## src/rtl/regfile_pkg.sv

```systemverilog
// Shared constants and types for the scoreboarded register file.
package regfile_pkg;
   localparam int REG_NUM    = 32;
   localparam int REG_ADDR_W = 5;
   localparam int DEF_DATA_W = 32;
   localparam logic [DEF_DATA_W-1:0] ZERO_WORD = '0;

   typedef logic [REG_ADDR_W-1:0] reg_addr_t;
endpackage

```

## src/rtl/regfile_scoreboard_if.sv

```systemverilog
// Writeback, issue-reserve, flush and read-port bundle of the register file.
interface regfile_scoreboard_if
   import regfile_pkg::*;
#(
   parameter int DATA_W  = DEF_DATA_W,
   parameter int NUM_WR  = 2,
   parameter int NUM_RD  = 4,
   parameter int NUM_ISS = 2
);
   logic [NUM_WR-1:0]             wb_we;
   logic [NUM_WR*REG_ADDR_W-1:0]  wb_waddr;
   logic [NUM_WR*DATA_W-1:0]      wb_wdata;
   logic [NUM_ISS-1:0]            iss_valid;
   logic [NUM_ISS*REG_ADDR_W-1:0] iss_waddr;
   logic                          iss_ready;
   logic                          flush;
   logic [NUM_RD-1:0]             rd_re;
   logic [NUM_RD*REG_ADDR_W-1:0]  rd_addr;
   logic [NUM_RD*DATA_W-1:0]      rd_data;
   logic [NUM_RD-1:0]             rd_busy;

   modport master (
      output wb_we, wb_waddr, wb_wdata,
      output iss_valid, iss_waddr, flush,
      output rd_re, rd_addr,
      input  iss_ready, rd_data, rd_busy
   );

   modport slave (
      input  wb_we, wb_waddr, wb_wdata,
      input  iss_valid, iss_waddr, flush,
      input  rd_re, rd_addr,
      output iss_ready, rd_data, rd_busy
   );
endinterface

```

## src/rtl/rf_pending_ctr.sv

```systemverilog
// Saturating pending-write counter for one architectural register.
module rf_pending_ctr #(
   parameter int CNT_W = 2,
   parameter int IN_W  = 2
) (
   input  logic             clk,
   input  logic             rst,
   input  logic [IN_W-1:0]  i_inc,
   input  logic [IN_W-1:0]  i_dec,
   input  logic             i_flush,
   output logic [CNT_W-1:0] o_cnt,
   output logic             o_busy
);
   localparam int MAX = (1 << CNT_W) - 1;

   logic [CNT_W-1:0] r_cnt;
   logic [CNT_W-1:0] w_nxt;
   int               w_sum;
   int               w_rem;

   always_comb begin
      w_sum = int'(r_cnt) + int'(i_inc) - int'(i_dec);
      w_rem = int'(r_cnt) - int'(i_dec);
      w_nxt = r_cnt;
      // late writebacks after a flush must not wrap the counter
      if (w_sum < 0)
         w_nxt = '0;
      else if (w_sum > MAX)
         w_nxt = CNT_W'(MAX);
      else
         w_nxt = CNT_W'(w_sum);
      o_busy = (w_rem > 0);
   end

   always_ff @(posedge clk) begin
      if (rst || i_flush)
         r_cnt <= '0;
      else
         r_cnt <= w_nxt;
   end

   assign o_cnt = r_cnt;
endmodule

```

## src/rtl/regfile_scoreboard.sv

```systemverilog
// 32-entry register file with write bypass and per-register pending-write
// scoreboard gating issue of new destination reservations.
module regfile_scoreboard
   import regfile_pkg::*;
#(
   parameter int DATA_W  = DEF_DATA_W,
   parameter int NUM_WR  = 2,
   parameter int NUM_RD  = 4,
   parameter int NUM_ISS = 2,
   parameter int CNT_W   = 2
) (
   input logic                 clk,
   input logic                 rst,
   regfile_scoreboard_if.slave bus
);
   localparam int MAX      = (1 << CNT_W) - 1;
   localparam int IN_MAX   = (NUM_ISS > NUM_WR) ? NUM_ISS : NUM_WR;
   localparam int CNT_IN_W = $clog2(IN_MAX + 1);

   logic [DATA_W-1:0] r_mem [REG_NUM];
   logic [CNT_W-1:0]  w_cnt [REG_NUM];
   logic [REG_NUM-1:0] w_busy;
   logic              w_ready;
   int                w_n;

   assign w_cnt[0]  = '0;
   assign w_busy[0] = 1'b0;

   // all-or-nothing; same-cycle writebacks are deliberately not credited
   always_comb begin
      w_ready = !rst;
      w_n     = 0;
      for (int i = 0; i < NUM_ISS; i++) begin
         w_n = 0;
         for (int j = 0; j < NUM_ISS; j++) begin
            if (bus.iss_valid[j] &&
                bus.iss_waddr[j*REG_ADDR_W +: REG_ADDR_W] ==
                bus.iss_waddr[i*REG_ADDR_W +: REG_ADDR_W])
               w_n = w_n + 1;
         end
         if (bus.iss_valid[i] &&
             bus.iss_waddr[i*REG_ADDR_W +: REG_ADDR_W] != '0 &&
             int'(w_cnt[bus.iss_waddr[i*REG_ADDR_W +: REG_ADDR_W]]) + w_n > MAX)
            w_ready = 1'b0;
      end
   end

   assign bus.iss_ready = w_ready;

   for (genvar g = 1; g < REG_NUM; g++) begin : g_ctr
      logic [CNT_IN_W-1:0] w_inc;
      logic [CNT_IN_W-1:0] w_dec;

      always_comb begin
         w_inc = '0;
         w_dec = '0;
         for (int i = 0; i < NUM_ISS; i++) begin
            if (w_ready && bus.iss_valid[i] &&
                bus.iss_waddr[i*REG_ADDR_W +: REG_ADDR_W] == REG_ADDR_W'(g))
               w_inc = w_inc + CNT_IN_W'(1);
         end
         for (int p = 0; p < NUM_WR; p++) begin
            if (bus.wb_we[p] &&
                bus.wb_waddr[p*REG_ADDR_W +: REG_ADDR_W] == REG_ADDR_W'(g))
               w_dec = w_dec + CNT_IN_W'(1);
         end
      end

      rf_pending_ctr #(
         .CNT_W (CNT_W),
         .IN_W  (CNT_IN_W)
      ) u_ctr (
         .clk     (clk),
         .rst     (rst),
         .i_inc   (w_inc),
         .i_dec   (w_dec),
         .i_flush (bus.flush),
         .o_cnt   (w_cnt[g]),
         .o_busy  (w_busy[g])
      );
   end

   always_ff @(posedge clk) begin
      if (rst) begin
         for (int k = 0; k < REG_NUM; k++)
            r_mem[k] <= '0;
      end else begin
         // ascending loop: the youngest enabled port wins
         for (int p = 0; p < NUM_WR; p++) begin
            if (bus.wb_we[p] &&
                bus.wb_waddr[p*REG_ADDR_W +: REG_ADDR_W] != '0)
               r_mem[bus.wb_waddr[p*REG_ADDR_W +: REG_ADDR_W]] <=
                  bus.wb_wdata[p*DATA_W +: DATA_W];
         end
      end
   end

   for (genvar g = 0; g < NUM_RD; g++) begin : g_rd
      reg_addr_t         w_a;
      logic [DATA_W-1:0] w_d;
      logic              w_b;

      always_comb begin
         w_a = bus.rd_addr[g*REG_ADDR_W +: REG_ADDR_W];
         w_d = '0;
         w_b = 1'b0;
         if (!rst && bus.rd_re[g] && w_a != '0) begin
            w_d = r_mem[w_a];
            for (int p = 0; p < NUM_WR; p++) begin
               if (bus.wb_we[p] &&
                   bus.wb_waddr[p*REG_ADDR_W +: REG_ADDR_W] == w_a)
                  w_d = bus.wb_wdata[p*DATA_W +: DATA_W];
            end
            w_b = w_busy[w_a];
         end
      end

      assign bus.rd_data[g*DATA_W +: DATA_W] = w_d;
      assign bus.rd_busy[g]                  = w_b;
   end
endmodule

```

## src/flat_wrapper.sv

```systemverilog
// flat-port wrapper written by rule: the top's interface ports become plain ports
module regfile_scoreboard_flat import regfile_pkg::*;
#(
   parameter int DATA_W  = DEF_DATA_W,
   parameter int NUM_WR  = 2,
   parameter int NUM_RD  = 4,
   parameter int NUM_ISS = 2,
   parameter int CNT_W   = 2
)
  (clk, rst, bus_wb_we, bus_wb_waddr, bus_wb_wdata, bus_iss_valid, bus_iss_waddr, bus_flush, bus_rd_re, bus_rd_addr, bus_iss_ready, bus_rd_data, bus_rd_busy);
  regfile_scoreboard_if #(.DATA_W(DATA_W), .NUM_WR(NUM_WR), .NUM_RD(NUM_RD), .NUM_ISS(NUM_ISS)) bus_i ();
  input logic clk;
  input logic rst;
  input wire logic [$bits(bus_i.wb_we)-1:0] bus_wb_we;
  input wire logic [$bits(bus_i.wb_waddr)-1:0] bus_wb_waddr;
  input wire logic [$bits(bus_i.wb_wdata)-1:0] bus_wb_wdata;
  input wire logic [$bits(bus_i.iss_valid)-1:0] bus_iss_valid;
  input wire logic [$bits(bus_i.iss_waddr)-1:0] bus_iss_waddr;
  input wire logic [$bits(bus_i.flush)-1:0] bus_flush;
  input wire logic [$bits(bus_i.rd_re)-1:0] bus_rd_re;
  input wire logic [$bits(bus_i.rd_addr)-1:0] bus_rd_addr;
  output wire logic [$bits(bus_i.iss_ready)-1:0] bus_iss_ready;
  output wire logic [$bits(bus_i.rd_data)-1:0] bus_rd_data;
  output wire logic [$bits(bus_i.rd_busy)-1:0] bus_rd_busy;
  assign bus_i.wb_we = bus_wb_we;
  assign bus_i.wb_waddr = bus_wb_waddr;
  assign bus_i.wb_wdata = bus_wb_wdata;
  assign bus_i.iss_valid = bus_iss_valid;
  assign bus_i.iss_waddr = bus_iss_waddr;
  assign bus_i.flush = bus_flush;
  assign bus_i.rd_re = bus_rd_re;
  assign bus_i.rd_addr = bus_rd_addr;
  assign bus_iss_ready = bus_i.iss_ready;
  assign bus_rd_data = bus_i.rd_data;
  assign bus_rd_busy = bus_i.rd_busy;
  regfile_scoreboard #(.DATA_W(DATA_W), .NUM_WR(NUM_WR), .NUM_RD(NUM_RD), .NUM_ISS(NUM_ISS), .CNT_W(CNT_W)) u_core (.clk(clk), .rst(rst), .bus(bus_i));
endmodule
```

## config.mk

```make
export PLATFORM = sky130hd
export DESIGN_NAME = regfile_scoreboard_flat
export DESIGN_NICKNAME = d
export VERILOG_FILES = /design/src/rtl/regfile_pkg.sv /design/src/rtl/regfile_scoreboard_if.sv /design/src/rtl/rf_pending_ctr.sv /design/src/rtl/regfile_scoreboard.sv /design/src/flat_wrapper.sv
export SDC_FILE = /design/constraint.sdc
export NUM_CORES = 2
export LEC_CHECK = 0
export BUFFER_PORTS_ARGS = -buffer_cell sky130_fd_sc_hd__buf_2
export CORE_MARGIN = 5
export CORE_UTILIZATION = 30
export CTS_BUF_LIST = sky130_fd_sc_hd__clkbuf_4 sky130_fd_sc_hd__clkbuf_8 sky130_fd_sc_hd__clkbuf_16
export CTS_CLUSTER_DIAMETER = 60
export CTS_CLUSTER_SIZE = 28
export DETAILED_ROUTE_END_ITERATION = 10
export PLACE_DENSITY_LB_ADDON = 0.15
export SYNTH_ARGS = -nofsm -noshare
export SYNTH_HDL_FRONTEND = slang
export SYNTH_SLANG_ARGS = --single-unit
export TNS_END_PERCENT = 1
```

## constraint.sdc

```tcl
create_clock -name clk -period 10.8 [get_ports clk]
set_input_delay 1.08 -clock clk [delete_from_list [all_inputs] [get_ports clk]]
set_output_delay 1.08 -clock clk [all_outputs]
set_load 0.1 [all_outputs]
```

==> results.txt <==
For this design the static power due to leakage is 34.01 nW. After floorplanning, the core was sized to cover 302800 um2. The endpoint identified for the worst register-to-register timing path is u_core.g_ctr[19].u_ctr.o_cnt[0]$_SDFF_PP0_. The checks that failed: max-capacitance violations, max-slew violations. Once detail routing completed, the nets flagged for antenna violations numbered 0. Of the total power, combinational logic draws 22.0%. Subtracting the final worst setup slack from the clock period gives 7.547 ns. Across all register-to-register paths, the minimum setup slack is 4.55 ns.

Averaged over all synthesized cells, the footprint is 10.48 um2. Clock tree synthesis found a total of 1086 sinks. The tool flagged a number of max-cap violations equal to 3.

For the worst setup path, the data arrival time is 6.47 ns. Summing the sequential cell areas from Yosys gives 35.08% of the chip area. The later pin in the worst-skew pair is clocked with a latency of 0.82 ns. From left edge to right edge, the die measures 561.3 um. The slowest library cell on the worst path was sky130_fd_sc_hd__a41oi_1. The layout-stage area growth over the synthesis result was 11.34%; the number of warnings reported in the yosys synthesis log was 0.

Setup violations remaining at the end of the flow were counted as 0. The setup TNS after final layout came out at 0 ns. Most common cell type on the critical path: sky130_fd_sc_hd__buf_4. The number of cells on the worst reg-to-reg path is 21.

Summing every instance area after synthesis gives 91190 um2. Per report_power, the sequential group accounts for 37.6% of the total. Together, buffers and inverters on the worst path number 5.

Summing all placed instances gives a cell area of 96180 um2. The logs give 681100 um for the first-pass GRT wire length and 12230 for the detailed router's first-iteration violation count. Yosys mapped a number of flops with a built-in enable equal to 1024. The run finished, with violations left. For the number of global-route vias before repair, the log shows 77570. The clock-pin slew reported for the worst setup and hold paths after clock tree synthesis was 0.05 ns. In this design, the largest share of critical-path delay is due to buffers and inverters. In this run, distinct cell masters in the synthesized netlist total 68. In this run the critical register-to-register path is launched from u_core.g_ctr[7].u_ctr.o_cnt[1]$_SDFF_PP0_. In this run the count of I/O pins placed on the die edge is 248.

The die covers 315100 um2. The worst vdd rail ir drop came out at 0.1057 mV. The final number of max-transition violations came out at 4. Counting the buffers created by CTS gives 151. The number of iterations in the first detailed-routing pass is 7.

In this run, post-CTS repair resized a total of 0 instances. For the final-stage net count, the log shows 8744. Of the post-synthesis cell area, the dominant cell type holds 33.72%. The tightest min-delay check is of the in -> reg type. Sorting the synthesized cells by area gives the leading types as sky130_fd_sc_hd__edfxtp_1, sky130_fd_sc_hd__mux4_2, sky130_fd_sc_hd__nand2_1. The run gives 30.90% as the global-route usage over all layers.

Leaving out fill and tap cells, the most frequent cell in the layout is sky130_fd_sc_hd__nand2_1. The run gives 4 as the maximum root-to-sink buffer count. The run gives 101500 um2 as the post-route standard cell area excluding fillers.

For hold timing, the worst endpoint is u_core.g_ctr[1].u_ctr.o_cnt[0]$_SDFF_PP0_. The critical hold path startpoint is bus_flush. Synthesis inferred 1086 register bits. Cells with a size suffix above 1 make up 21.49% of the layout. For this block, the routed nets add up to 506400 um of wire. STA classifies the critical path startpoint as an input pin. The detailed router placed 81520 vias in this run. After clock tree synthesis, the setup repair step added 0 buffers. The per-cell via count in the routed design works out to 6.550. The worst hold slack after final layout was 0.8088 ns; the number of core rows was 202.

The tools report the number of antenna violations at the first check in global routing as 89. Routability-driven placement finished with a final weighted congestion of 0.9523. Among all flip-flop cells after synthesis, the most frequent one is sky130_fd_sc_hd__edfxtp_1. The total of hold buffers inserted after clock tree synthesis was 0; the maximum clock frequency was 132.5 MHz. TritonCTS built the clock tree. Along the worst hold path, the cell count comes to 4. After detailed routing, the number of remaining DRC violations is 0.

Leaving out fill and tap cells, the most frequent cells in the layout are sky130_fd_sc_hd__nand2_1, sky130_fd_sc_hd__edfxtp_1, sky130_fd_sc_hd__mux4_2. The classification of the worst setup path is in -> out. The clock root buffer was sky130_fd_sc_hd__clkbuf_16. The HPWL after detailed placement came out at 310100 um. The largest single stage delay on the critical path is 1.01 ns. The run gives 4.564 mW as the switching power summed over all nets.

The fraction of power spent switching nets works out to 33.45%. The clock network burns 40.4% of the power. STA classifies the critical path endpoint as an output pin.

The tools report the final standard cell utilization of the core as 33.53%. The starting utilization of the core area was 30.12%. The transition time at the pin with the least slew margin is 1.584 ns.

Of all flip-flops after synthesis, the portion carrying an async set or reset was 0%. Along the worst path, the maximum fanout reaches 33. The die span in y came out at 561.3 um.

The total internal power was 9.080 mW; the worst-case clock skew was 0.05054 ns. Setup repair after global routing left no endpoint under its margin. At the worst endpoint, the required time is 9.72 ns. Dividing the final minimum period by the clock period gives 69.88%. The biggest area contributor in the post-synthesis netlist is sky130_fd_sc_hd__edfxtp_1. The H-tree generated during clock tree synthesis spans 4 levels.

The ratio of total power to cell area was 134.4 nW/um2. Traced cell by cell, the critical path runs through buf_2 > buf_4 > buf_4 > xor2_1 > nor4_1 > nand3_2 > buf_4 > nand2_2 > o221ai_1 > a41oi_1 > buf_2. The number of I/O port buffers is 247. Before CTS, the worst setup slack after placement is 3.198 ns.

The tools report the final worst setup slack as 3.253 ns. For the number of instances in the synthesized netlist, the log shows 8701. The worst slew slack as a fraction of its limit is -5.802%, and the total count of hold-check failures in the final report is 0.

Final routed wire length divided by cell count: 40.68 um. The tools report the largest net degree at the start of global routing as 110. Global routing finished with a remaining overflow of 0.
power groups by stage:
stage	Sequential [mW]	Clock [mW]	Combinational [mW]
floorplan	5.09	0	1.83
global placement	5.19	0	2.88
detailed placement	5.20	0	2.89
CTS	5.11	5.56	2.90
global route	5.15	5.71	3.05
finish	5.13	5.51	3.00
per-stage QoR:
stage / power, mW / std cells
2_1_floorplan: 6.927 / 8732
3_3_place_gp: 8.065 / 12140
3_5_place_dp: 8.087 / 12140
4_1_cts: 13.57 / 12410
5_1_grt: 13.90 / 12440
6_report: 13.64 / 12450
flip-flops by register name (all words and copies together), names as in the netlist:
signal / count
u_core.r_mem: 1024
u_core.g_ctr.u_ctr.o_cnt: 62
how the worst max path moves through the flow:
stage,from,endpoint,slack (ns),cells after the start
after detailed placement,bus_iss_waddr[1],u_core.g_ctr[19].u_ctr.o_cnt[0]$_SDFF_PP0_,3.20,23
after floorplan,bus_iss_waddr[1],u_core.g_ctr[13].u_ctr.o_cnt[0]$_SDFF_PP0_,4.50,23
final,bus_rd_addr[13],bus_rd_data[80],3.25,11
after CTS,bus_rd_addr[13],bus_rd_data[80],3.63,11
after global routing,bus_rd_addr[13],bus_rd_data[80],3.52,11
after global placement,bus_iss_waddr[0],u_core.g_ctr[20].u_ctr.o_cnt[0]$_SDFF_PP0_,3.45,22
worst reg2reg max path, stage by stage, from the launching register on:
cell and delay [ns]:
sky130_fd_sc_hd__dfxtp_1 0.40, sky130_fd_sc_hd__mux4_2 0.51, sky130_fd_sc_hd__mux4_2 0.48, sky130_fd_sc_hd__mux2_2 0.28, sky130_fd_sc_hd__ha_1 0.29, sky130_fd_sc_hd__nand2_1 0.10
sky130_fd_sc_hd__a211o_1 0.24, sky130_fd_sc_hd__a211oi_1 0.36, sky130_fd_sc_hd__nor4_4 0.09, sky130_fd_sc_hd__o311ai_4 0.28, sky130_fd_sc_hd__buf_4 0.62, sky130_fd_sc_hd__nor3_1 0.19
sky130_fd_sc_hd__ha_1 0.33, sky130_fd_sc_hd__ha_1 0.14, sky130_fd_sc_hd__inv_1 0.05, sky130_fd_sc_hd__fa_1 0.47, sky130_fd_sc_hd__inv_1 0.07, sky130_fd_sc_hd__fa_1 0.42
sky130_fd_sc_hd__inv_1 0.07, sky130_fd_sc_hd__ha_1 0.23, sky130_fd_sc_hd__and3b_1 0.19, sky130_fd_sc_hd__a311oi_1 0.29
layout make-up:
class	count	area [um2]
Multi-Input combinational cell	6248	54640
Timing Repair Buffer	493	3313
Antenna cell	41	102.6
Inverter	335	1260
Clock buffer	165	3955
Clock inverter	101	1297
Sequential cell	1086	31990
Fill cell	30060	201300
Tap cell	3978	4977
metal layers:
metal / routed length [um] / share of wire, % / vias up / global-route usage [%]
li1: - / - / 32380 / -
met1: 185700 / 37 / 41200 / 38.21
met2: 215800 / 43 / 6317 / 45.64
met3: 63770 / 13 / 1607 / 10.43
met4: 40870 / 8.1 / 22 / 20.84
met5: 149 / 0.029 / - / 0
Yosys cell counts (9+ instances only):
cell type and instances:
sky130_fd_sc_hd__nand3b_1 15, sky130_fd_sc_hd__dfxtp_1 62, sky130_fd_sc_hd__inv_1 333, sky130_fd_sc_hd__mux2i_1 604, sky130_fd_sc_hd__and3_1 20, sky130_fd_sc_hd__nor3_2 10, sky130_fd_sc_hd__o211ai_1 81, sky130_fd_sc_hd__a211oi_1 10
sky130_fd_sc_hd__nor2b_1 44, sky130_fd_sc_hd__a311oi_1 66, sky130_fd_sc_hd__nor3b_1 43, sky130_fd_sc_hd__a21oi_1 110, sky130_fd_sc_hd__buf_2 149, sky130_fd_sc_hd__buf_6 9, sky130_fd_sc_hd__buf_1 154, sky130_fd_sc_hd__a22o_1 323
sky130_fd_sc_hd__nor3_1 60, sky130_fd_sc_hd__and4_1 16, sky130_fd_sc_hd__or3_1 28, sky130_fd_sc_hd__o21ai_0 705, sky130_fd_sc_hd__o22ai_1 130, sky130_fd_sc_hd__ha_1 221, sky130_fd_sc_hd__o32ai_1 17, sky130_fd_sc_hd__a31oi_1 38
sky130_fd_sc_hd__mux4_2 817, sky130_fd_sc_hd__clkbuf_1 744, sky130_fd_sc_hd__fa_1 93, sky130_fd_sc_hd__and3b_1 19, sky130_fd_sc_hd__edfxtp_1 1024, sky130_fd_sc_hd__nand3_1 144, sky130_fd_sc_hd__mux2_2 79, sky130_fd_sc_hd__a22oi_1 217
sky130_fd_sc_hd__a221oi_1 15, sky130_fd_sc_hd__xor2_1 34, sky130_fd_sc_hd__nand2_1 1732, sky130_fd_sc_hd__o221ai_1 119, sky130_fd_sc_hd__nor4_1 16, sky130_fd_sc_hd__a41oi_1 64, sky130_fd_sc_hd__nand2b_1 27, sky130_fd_sc_hd__nor2_1 231
sky130_fd_sc_hd__xnor2_1 11
cell families (layout without fill, tap and decap cells):
family	after synthesis	after routing	synth area share, %
other	1	73	0.004112
flip-flops	1086	1086	35.08
XOR/XNOR	45	45	0.4322
buffers and inverters	1398	1094	6.062
AO/OA/AOI/OAI	1916	1916	14.21
multiplexers	1500	1500	27.78
adder cells (fa/ha/maj)	314	314	5.074
AND/OR/NAND/NOR	2441	2441	11.36
Note: power is estimated with default switching activity, not from simulation.
